### src/rtl/fsm_counter_seq_pkg.sv
// fsm_counter_pkg
// Shared definitions for the sequence counter and its tick generator:
//   - state_t  : FSM state encoding (IDLE, COUNTING, DONE)
//   - DIR_UP / DIR_DOWN : direction constants for the dir input
//   - clog2()  : counter-width helper, usable in parameter expressions
package fsm_counter_pkg;

    typedef enum logic [1:0] {
        IDLE     = 2'd0,
        COUNTING = 2'd1,
        DONE     = 2'd2
    } state_t;

    localparam logic DIR_UP   = 1'b0;
    localparam logic DIR_DOWN = 1'b1;

    // Bits needed to hold values 0..value-1 (value >= 2).
    function automatic int clog2(input int value);
        int r;
        r = 0;
        for (int i = 0; i < 31; i++) begin
            if ((32'sd1 <<< i) < value) begin
                r = i + 1;
            end
        end
        return r;
    endfunction

endpackage

### src/rtl/fsm_counter_seq_tick_gen.sv
// tick_gen
// Single-cycle enable generator: while en is high, counts 0..CLK_DIV-1 and
// pulses tick for the one clk in which the counter sits at CLK_DIV-1, then
// wraps to 0. While en is low the counter is held at 0, so the first tick
// after en rises arrives exactly CLK_DIV clks later.
// Ports:
//   clk  in  system clock
//   rst  in  asynchronous active-high reset
//   en   in  run enable
//   tick out one-clk pulse every CLK_DIV clks while enabled
module tick_gen
    import fsm_counter_pkg::*;
#(
    parameter int CLK_DIV = 1500000
) (
    input  logic clk,
    input  logic rst,
    input  logic en,
    output logic tick
);

    localparam int CW = clog2(CLK_DIV);
    localparam logic [CW-1:0] LAST = CW'(CLK_DIV - 1);

    logic [CW-1:0] cnt_q;
    logic [CW-1:0] cnt_d;

    always_comb begin
        cnt_d = cnt_q;
        if (!en || (cnt_q == LAST)) begin
            cnt_d = '0;
        end else begin
            cnt_d = cnt_q + CW'(1);
        end
    end

    assign tick = en && (cnt_q == LAST);

    always_ff @(posedge clk or posedge rst) begin
        if (rst) begin
            cnt_q <= '0;
        end else begin
            cnt_q <= cnt_d;
        end
    end

endmodule

### src/rtl/fsm_counter_seq.sv
// fsm_counter_seq
// Moore sequence counter. A rising edge on go (synchronised in) starts a run
// that counts up from 0 to CNT_MAX, or down from CNT_MAX to 0, one step per
// CLK_DIV clks. The terminal value is held in DONE for one tick period, then
// the FSM returns to IDLE. abort returns to IDLE with count cleared.
// Build option: define AUTO_REPEAT_EN to restart a run at the end of DONE
// while go is still held high (direction kept from the original start).
// Ports:
//   clk   in  system clock
//   rst   in  asynchronous active-high reset
//   go    in  start request, asynchronous to clk
//   abort in  synchronous abort (ignored in IDLE)
//   dir   in  0 = up, 1 = down; sampled only at start
//   count out current count value
//   busy  out high while COUNTING
//   done  out high while DONE
module fsm_counter_seq
    import fsm_counter_pkg::*;
#(
    parameter int CLK_DIV   = 1500000,
    parameter int CNT_WIDTH = 4,
    parameter int CNT_MAX   = 15
) (
    input  logic                 clk,
    input  logic                 rst,
    input  logic                 go,
    input  logic                 abort,
    input  logic                 dir,
    output logic [CNT_WIDTH-1:0] count,
    output logic                 busy,
    output logic                 done
);

    localparam logic [CNT_WIDTH-1:0] CNT_MAX_V = CNT_WIDTH'(CNT_MAX);

    state_t                 state_q, state_d;
    logic [CNT_WIDTH-1:0]   count_q, count_d;
    logic [CNT_WIDTH-1:0]   count_step;
    logic                   busy_q, done_q;
    logic                   dir_q, dir_d;
    logic                   sync1_q, sync2_q, prev_q;
    logic                   go_rise;
    logic                   tick;
    logic                   tick_en;

    assign go_rise = sync2_q & ~prev_q;

    // The tick counter keeps running through DONE so that DONE lasts exactly
    // one tick period; it wraps to 0 on the tick that enters DONE.
    assign tick_en = (state_q == COUNTING) || (state_q == DONE);

    tick_gen #(
        .CLK_DIV (CLK_DIV)
    ) u_tick_gen (
        .clk  (clk),
        .rst  (rst),
        .en   (tick_en),
        .tick (tick)
    );

    always_comb begin
        state_d    = state_q;
        count_d    = count_q;
        dir_d      = dir_q;
        count_step = (dir_q == DIR_UP) ? (count_q + CNT_WIDTH'(1))
                                       : (count_q - CNT_WIDTH'(1));
        case (state_q)
            IDLE: begin
                if (go_rise) begin
                    dir_d   = dir;
                    count_d = (dir == DIR_DOWN) ? CNT_MAX_V : '0;
                    state_d = COUNTING;
                end
            end
            COUNTING: begin
                if (abort) begin
                    state_d = IDLE;
                    count_d = '0;
                end else if (tick) begin
                    count_d = count_step;
                    // Terminal check on the new value prevents any wrap.
                    if (count_step == ((dir_q == DIR_UP) ? CNT_MAX_V : '0)) begin
                        state_d = DONE;
                    end
                end
            end
            DONE: begin
                if (abort) begin
                    state_d = IDLE;
                    count_d = '0;
                end else if (tick) begin
`ifdef AUTO_REPEAT_EN
                    if (sync2_q) begin
                        state_d = COUNTING;
                        count_d = (dir_q == DIR_DOWN) ? CNT_MAX_V : '0;
                    end else begin
                        state_d = IDLE;
                    end
`else
                    state_d = IDLE;
`endif
                end
            end
            default: begin
                state_d = IDLE;
                count_d = '0;
            end
        endcase
    end

    always_ff @(posedge clk or posedge rst) begin
        if (rst) begin
            state_q <= IDLE;
            count_q <= '0;
            busy_q  <= 1'b0;
            done_q  <= 1'b0;
            dir_q   <= DIR_UP;
            sync1_q <= 1'b0;
            sync2_q <= 1'b0;
            prev_q  <= 1'b0;
        end else begin
            state_q <= state_d;
            count_q <= count_d;
            // Outputs registered from the next state so they align with state_q.
            busy_q  <= (state_d == COUNTING);
            done_q  <= (state_d == DONE);
            dir_q   <= dir_d;
            sync1_q <= go;
            sync2_q <= sync1_q;
            prev_q  <= sync2_q;
        end
    end

    assign count = count_q;
    assign busy  = busy_q;
    assign done  = done_q;

endmodule

### config.mk
export PLATFORM = sky130hd
export DESIGN_NAME = fsm_counter_seq
export DESIGN_NICKNAME = d
export VERILOG_FILES = /design/src/rtl/fsm_counter_seq_pkg.sv /design/src/rtl/fsm_counter_seq_tick_gen.sv /design/src/rtl/fsm_counter_seq.sv
export SDC_FILE = /design/constraint.sdc
export NUM_CORES = 1
export LEC_CHECK = 0
export ABC_AREA = 1
export CAP_MARGIN = 0
export CORE_AREA = 2 2 84 46
export DETAILED_ROUTE_END_ITERATION = 8
export DIE_AREA = 0 0 86 48
export PLACE_DENSITY_LB_ADDON = 0.15
export SYNTH_ARGS = -nofsm -noshare
export SYNTH_HDL_FRONTEND = slang
export SYNTH_SLANG_ARGS = --single-unit
### constraint.sdc
create_clock -name clk -period 2.4 [get_ports clk]
set_input_delay 0.6 -clock clk [delete_from_list [all_inputs] [get_ports clk]]
set_output_delay 0.6 -clock clk [all_outputs]
set_load 0.01 [all_outputs]
* Yosys cells after proc, flatten, opt, wreduce, memory -nomap -nowiden
Index checks and enable logic that the tools add are counted.
Storage, ports and cells: bits in registers 33, logic and storage cells 46
Cells by class: bitwise logic cells 2, $add $sub $neg 3, reduce and logical (&&, ||, !) cells 7, eq/ne operators 9, muxes and demuxes 16
Operators with widths (count):
- two-way mux 4 bit | 7
- adder 21 x 1 -> 21 bit, second input constant | 1
- equality test 21 bit, second input constant | 1
- two-way mux 21 bit | 1
- two-way mux 2 bit | 6
- case mux 4 bit (3 select lines) | 1
- case mux 2 bit (3 select lines) | 1
- adder 4 x 1 -> 4 bit, second input constant | 1
- equality test 2 x 1 -> 1 bit, second input constant | 2
- equality test 2 bit, second input constant | 2
- equality test 4 bit | 1
- != test 2 bit, second input constant | 2
- subtractor 4 x 1 -> 4 bit, second input constant | 1
- != test 3 bit, second input constant | 1
- AND reduction 3 bit | 1
- logical NOT 2 bit | 1
- logical OR 1 bit | 2
- AND reduction 2 bit | 1
- bitwise AND 1 bit | 1
- logical AND 1 bit | 1
- logical NOT 1 bit | 1
- inverter 1 bit | 1

* Depth between registers and ports, before layout
Gate-level depths: netlist of run 1.
depth after elaboration 8, depth in mapped cells 12, gate-level depth less buffers 12

* Cells and area by module
Synthesis of run 1 repeated with hierarchy kept, for this count alone.
Second synthesis, totals: cells, all modules 276, area total of the unflattened synthesis 2040.7 sq um
By module, submodules not included:
- tick_gen | area each 1275.0 sq um, seq. area each 525.5 sq um, cells an instance 184, instances 1
- fsm_counter_seq | area each 765.7 sq um, seq. area each 300.3 sq um, cells an instance 92, instances 1

* Worst setup path after synthesis of run 1
No wires, ideal clock.
path kind register to register, start point reg count_q[0] (netlist: count[0]), end point reg busy_q (netlist: busy), stages on the path, launching flop included 10, setup slack 528 ps, setup time 116 ps, data arrival time 1756 ps, buffers on the path 0, cells stage by stage dfrtp_1 > fa_1 > nand3_1 > or2_2 > nand2_1 > nand3_1 > nand3_1 > nand2_1 > nand2_1 > nor2_1
Between the ends: cells in the longest elaborated chain, start to end 8, elaborated cells on any way between the ends 9
RTL lines:
- from (decl) | line fsm_counter_seq.sv:37 | logic [CNT_WIDTH-1:0] count_q, count_d;
- from (signal assigned) | line fsm_counter_seq.sv:123 | count_q <= count_d;
- adder 4 x 1 -> 4 bit / subtractor 4 x 1 -> 4 bit (equally long branches) | line fsm_counter_seq.sv:65, fsm_counter_seq.sv:66
- two-way mux 4 bit * | line fsm_counter_seq.sv:65 | count_step = (dir_q == DIR_UP) ? (count_q + CNT_WIDTH'(1))
- equality test 4 bit * | line fsm_counter_seq.sv:82 | if (count_step == ((dir_q == DIR_UP) ? CNT_MAX_V : '0)) begin
- two-way mux 2 bit * | line fsm_counter_seq.sv:82
- two-way mux 2 bit * | line fsm_counter_seq.sv:79 | end else if (tick) begin
- two-way mux 2 bit * | line fsm_counter_seq.sv:76 | if (abort) begin
- case mux 2 bit (3 select lines) * | line fsm_counter_seq.sv:67 | case (state_q)
- equality test 2 x 1 -> 1 bit * | line fsm_counter_seq.sv:125 | busy_q <= (state_d == COUNTING);
- to (signal assigned) | line fsm_counter_seq.sv:125
- to (decl) | line fsm_counter_seq.sv:39 | logic busy_q, done_q;
Every way passes the cells marked *; elsewhere a longest branch is shown, timed or not. A chain may end at the register's enable or synchronous reset.

* Worst setup path in the final report of run 1
start point reg count_q[0] (netlist: count[0]), end point reg state_q[0]
Between the ends: cells in the longest elaborated chain, start to end 7, elaborated cells on any way between the ends 8
RTL lines:
- adder 4 x 1 -> 4 bit / subtractor 4 x 1 -> 4 bit (equally long branches) | line fsm_counter_seq.sv:65, fsm_counter_seq.sv:66
- two-way mux 4 bit * | line fsm_counter_seq.sv:65
- equality test 4 bit * | line fsm_counter_seq.sv:82
- two-way mux 2 bit * | line fsm_counter_seq.sv:82
- two-way mux 2 bit * | line fsm_counter_seq.sv:79
- two-way mux 2 bit * | line fsm_counter_seq.sv:76
- case mux 2 bit (3 select lines) * | line fsm_counter_seq.sv:67
- net state_d[0] | line fsm_counter_seq.sv:36 | state_t state_q, state_d;
- to (signal assigned) | line fsm_counter_seq.sv:122 | state_q <= state_d;
- to (decl) | line fsm_counter_seq.sv:36
The timed path passes the listed nets; every way through them passes the cells marked *.

==> impl_results.md, run 1 <==
- Clock Path Buffers: 2
- Cells after Synth: 246
- Initial Util: 58.2%
- Crit path launch type: flop
- Initial antenna violation count: 0
- CP bufs+invs: 1
- Routed Antenna Nets: 0
- Remaining DRCs: 0
- DIE AREA: 4130 um2
- Most frequent cells in the layout: nand2_1 (54), inv_1 (39), dfrtp_1 (33), nor2_1 (26), nand3_1 (17)
- Largest area contributor in the netlist: dfrtp_1
- Largest net degree at the start of global routing: 34
- Syn_nets: 259
- Setup bufs post-CTS: 0
- Clock Pin Slew Worst Setup and Hold Paths: 0.07 ns
- Period utilisation layout: 80.9%
- CP max stage cell: fa_1
- Tightest Hold Check Type: flop to flop
- Worst Hold Depth: 0
- Global Route Usage Sum: 21.8%
- CTS Root Cell: clkbuf_8
- Global route total overflow: 0
- Via count: 1,564
- CP peak stage delay: 0.60 ns
- Largest delay share family, worst path: simple AND/OR/NAND/NOR gates
- Die height: 48 um
- Final Slew Violations: 0
- Syn avg cell area: 7.86 um2
- Leakage dissipation: 1.11 nW
- Share of layout cells above drive strength 1: 14.0%
- H-tree levels: 2
- Worst r2r src: count[0]
- Sink Count: 33
- Peak supply drop: 0.556 mV
- Synth warnings: 0
- Die width: 86 um
- Max-Cap Viols: 0
- Critical path required time: 2.58 ns
- Vias in the first global route: 1,329
- PostCTS Resize Cnt: 0
- CTS tree: yes
- Fmax: 515 MHz
- Core area: 3320 um2
- Crit-path cells: fa_1, nand3_1, or2_2, nand2_1, nand3_1, nand3_1, nand2_1, nand2_1, inv_1
- Crit Reg-Reg Endpoint: state_q[0]
- Reg2reg setup slack: 0.46 ns
- Final setup fails: 0
- Worst-margin pin slew: 0.463 ns
- # nets final: 277
- CP arrival: 2.12 ns
- WL/cell: 13.0 um
- Antenna diodes: 0
- Commonest non-fill, non-tap cell in the layout: nand2_1
- Largest fanout on the critical path: 6
- Num CTS Buffers: 5
- Startpoint of the worst hold path: sync1_q
- RSZ-0062 raised after global routing: false
- Critical Setup Path Class: flop to flop
- Total iterations of the first detailed-routing run: 4
- DP Area: 2090 um2
- Setup Skew: 0.00616 ns
- R2R depth: 9
- Post-layout instance area: 2180 um2
- RePlAce Congestion: 0.922
- Final Critical Period: 1.94 ns
- Hold EP: sync2_q
- Relative slew slack: 69.1%
- CP Capture Type: flop
- Pwr Density: 848 nW/um2
- Synthesized flop and latch total: 33
- Status: complete, no violations
- Synth top area cells: dfrtp_1 (43%), nand2_1 (10%), inv_1 (7.6%)
- Port bufs: 10
- Clk_lat worst skew: 0.28 ns
- First-pass GRT wire length: 6550 um
- Mapped cell area: 1930 um2
- Post-DR vias/cell: 5.09
- Initial DRC Count: 157
- Syn-to-layout area delta: 12.7%
- DP HPWL: 3050 um
- Fin. Hold Viols: 0
- IO Count: 11
- Synth unique cells: 30
- Final WL: 3980 um
- Row count: 15
- Synth top area share: 42.7%
- Cts hold-fix bufs: 0
- Seq/Total Area, Yosys: 42.7%
- Setup TNS Final: 0 ns
area by class of cell:
type	count	area [um2]
Clock buffer	5	68.8
Clock inverter	3	17.5
Fill cell	282	1140
Inverter	43	161
Multi-Input combinational cell	169	940
Sequential cell	33	826
Tap cell	42	52.6
Timing Repair Buffer	12	115
worst reg2reg max path, stage by stage, from the launching register on:
cell and delay, ns:
dfrtp_1 0.44, fa_1 0.60, nand3_1 0.08, or2_2 0.29, nand2_1 0.08, nand3_1 0.08
nand3_1 0.07, nand2_1 0.07, nand2_1 0.08, inv_1 0.05
cells in the mapped netlist:
cell	number
nand2_1	54
inv_1	39
dfrtp_1	33
nor2_1	26
nand3_1	17
a21oi_1	12
o21ai_0	11
nand2_2	9
ha_1	7
nor3_1	7
inv_2	4
nand4_1	3
nor2_2	3
nor2_4	3
nor3_2	2
xnor2_1	2
a211oi_1	1
a21oi_2	1
a31oi_1	1
buf_4	1
fa_1	1
nand3_4	1
nand3b_4	1
nor3b_1	1
nor3b_2	1
nor4_4	1
o2111a_1	1
o21a_1	1
o21ai_1	1
or2_2	1
sequential cells by signal, indices dropped and copies added, names as in the netlist:
signal	count
state_q	2
dir_q	1
sync2_q	1
u_tick_gen.cnt_q	21
busy	1
done	1
prev_q	1
sync1_q	1
count	4
through the flow:
stage / std cells / hold slack [ns] / worst slack, ns / total power [W] / util, %
final: 307 / 0.352 / 0.458 / 0.00185 / 65.6
after global routing: 307 / 0.376 / 0.293 / 0.00201 / 65.6
after CTS: 307 / 0.352 / 0.447 / 0.00186 / 65.6
after detailed placement: 299 / 0.335 / 0.464 / 0.00145 / 63.1
after global placement: 299 / 0.332 / 0.497 / 0.00144 / 63.1
after floorplan: 246 / 0.331 / 0.528 / 0.00122 / -
power breakdown:
group	leakage (nW)	switching (W)	internal, W
logic	0.626	0.000438	0.000294
clock network	0.0439	0.000209	0.000200
registers	0.442	0.0000814	0.000628
total	1.11	0.000728	0.00112
kinds of logic after synthesis:
family | after synthesis | synth area share (%)
adders and majority gates | 8 | 5.56
buffers and inverters | 44 | 8.73
AOI/OAI and AO/OA | 29 | 8.34
DFF | 33 | 42.7
xor gates and xnor gates | 2 | 0.906
and+or+nand+nor | 130 | 33.8
worst max-delay path by stage:
stage               startpoint          to  cells after the start
global placement      count[0]        busy                      9
finish                count[0]  state_q[0]                      9
detailed placement    count[0]  state_q[0]                      9
floorplan             count[0]        busy                      9
global route          count[0]        busy                      9
CTS                   count[0]  state_q[0]                      9
metal layers:
| metal | GRT usage, % | share of wire (%) |
|---|---|---|
| met3 | 5.69 | 8.3 |
| met1 | 36.5 | 57 |
| met5 | 0 | 0 |
| met4 | 6.03 | 0 |
| met2 | 25.6 | 35 |
No activity file was read; power rests on OpenSTA's default activity.
==> run 2: changes to the inputs <==
==> constraint.sdc (replaced) <==
create_clock -name clk -period 1.9 [get_ports clk]
set_input_delay 0.475 -clock clk [delete_from_list [all_inputs] [get_ports clk]]
set_output_delay 0.475 -clock clk [all_outputs]
set_load 0.01 [all_outputs]
==> impl_results.md, run 2 (same netlist as run 1, synthesis figures left out) <==
- Post-DR vias/cell: 5.08
- Setup bufs post-CTS: 0
- Sink Count: 33
- Initial antenna violation count: 0
- CP bufs+invs: 0
- Global Route Usage Sum: 21.7%
- Vias in the first global route: 1,267
- Cts hold-fix bufs: 0
- Remaining DRCs: 0
- Reg2reg setup slack: 0.04 ns
- Largest delay share family, worst path: simple AND/OR/NAND/NOR gates
- CP Capture Type: flop
- Die height: 48 um
- Total iterations of the first detailed-routing run: 5
- Fin util: 67.7%
- CP max stage cell: fa_1
- Syn-to-layout area delta: 16.3%
- Biggest register: u_tick_gen.cnt_q
- Hold EP: sync2_q
- Most frequent cells in the layout: nand2_1 (51), inv_1 (39), dfrtp_1 (32), nor2_1 (26), nand3_1 (15)
- Crit Reg-Reg Endpoint: busy
- Total Power: 0.00255 W
- Final Critical Period: 1.86 ns
- Critical Setup Path Class: flop to flop
- CTS tree: yes
- Area of the multi-input gates: 970 um2
- Worst r2r src: count[1]
- # nets final: 280
- Port bufs: 10
- Worst Hold Depth: 0
- Worst-margin pin slew: 0.415 ns
- Global route total overflow: 0
- DP HPWL: 3130 um
- Initial Util: 58.2%
- Largest net degree at the start of global routing: 34
- IO Count: 11
- R2R depth: 9
- Clk_lat worst skew: 0.27 ns
- Peak supply drop: 0.615 mV
- Initial DRC Count: 119
- Startpoint of the worst hold path: sync1_q
- Clock Pin Slew Worst Setup and Hold Paths: 0.07 ns
- Relative slew slack: 72.4%
- Period utilisation layout: 98.1%
- Largest fanout on the critical path: 3
- Clock Path Buffers: 2
- Row count: 15
- Crit-path cells: fa_1, nand3_1, or2_4, nand2_4, nand3_2, nand3_2, nand2_2, nand2_2, nor2_1
- Leakage dissipation: 1.14 nW
- Final WL: 4080 um
- Pwr Density: 1130 nW/um2
- RePlAce Congestion: 0.911
- DP Area: 2120 um2
- Crit path launch type: flop
- CTS Root Cell: clkbuf_8
- Final setup fails: 0
- RSZ-0062 raised after global routing: true
- CP peak stage delay: 0.61 ns
- WL/cell: 13.2 um
- Die width: 86 um
- Critical path required time: 2.07 ns
- Antenna diodes: 0
- H-tree levels: 2
- Final Slew Violations: 0
- Status: complete, no violations
- Commonest non-fill, non-tap cell in the layout: nand2_1
- Fmax: 536 MHz
- Via count: 1,574
- Largest register FFs: 21
- Setup crit start: count[1]
- CP arrival: 2.04 ns
- Tightest Hold Check Type: flop to flop
- Setup Skew: 0.00379 ns
- Fill cell count: 268
- Storage cell area: 827 um2
- Core area: 3320 um2
- DIE AREA: 4130 um2
- Share of layout cells above drive strength 1: 17.5%
- Post-layout instance area: 2250 um2
- First-pass GRT wire length: 6490 um
- Max-Cap Viols: 0
- Routed Antenna Nets: 0
- WHS: 0.362 ns
- Fin. Hold Viols: 0
- Num CTS Buffers: 5
run 2: changes by cell type in the layout (fill, tap and decap cells not counted), sizes merged:
cell	before	now
clkinv	2	1
buf	2	5
clkinvlp	1	0
clkbuf	5	7
run 2: area by class of cell:
class / count / area share, %
Clock buffer: 7 / 4.28
Clock inverter: 1 / 0.222
Inverter: 43 / 7.17
Multi-Input combinational cell: 169 / 43.1
Sequential cell: 33 / 36.8
Tap cell: 42 / 2.34
Timing Repair Buffer: 15 / 6.12
run 2: metrics by stage:
stage          setup TNS (ns)  instances  setup WS [ns]
6_report                    0        310         0.0360
3_5_place_dp                0        302         0.0281
2_1_floorplan               0        246         0.0280
5_1_grt               -0.0956        310        -0.0426
3_3_place_gp                0        302         0.0419
4_1_cts                     0        310         0.0173
run 2: worst max-delay path by stage:
stage,end,slack [ns],cells past startpoint
2_1_floorplan,busy,0.03,9
3_3_place_gp,busy,0.04,9
3_5_place_dp,busy,0.03,9
4_1_cts,busy,0.02,9
5_1_grt,busy,-0.04,9
6_report,busy,0.04,9
run 2: report_power, final:
| part | leakage (nW) | switching [W] | internal, W |
|---|---|---|---|
| clock | 0.0542 | 0.000246 | 0.000327 |
| combinational | 0.645 | 0.000648 | 0.000447 |
| sequential | 0.441 | 0.0000869 | 0.000796 |
run 2: layer usage:
layer / track usage, % / part of all wire, %
met3: 6.90 / 7.4
met2: 22.2 / 34
met4: 4.76 / 0.34
met1: 38.4 / 58
met5: 0 / 0
run 2: repair_timing:
action / in CTS / in global routing
resized for setup: 0 / 9
hold endpoints to repair: 0 / 0
setup endpoints to repair: 0 / 4
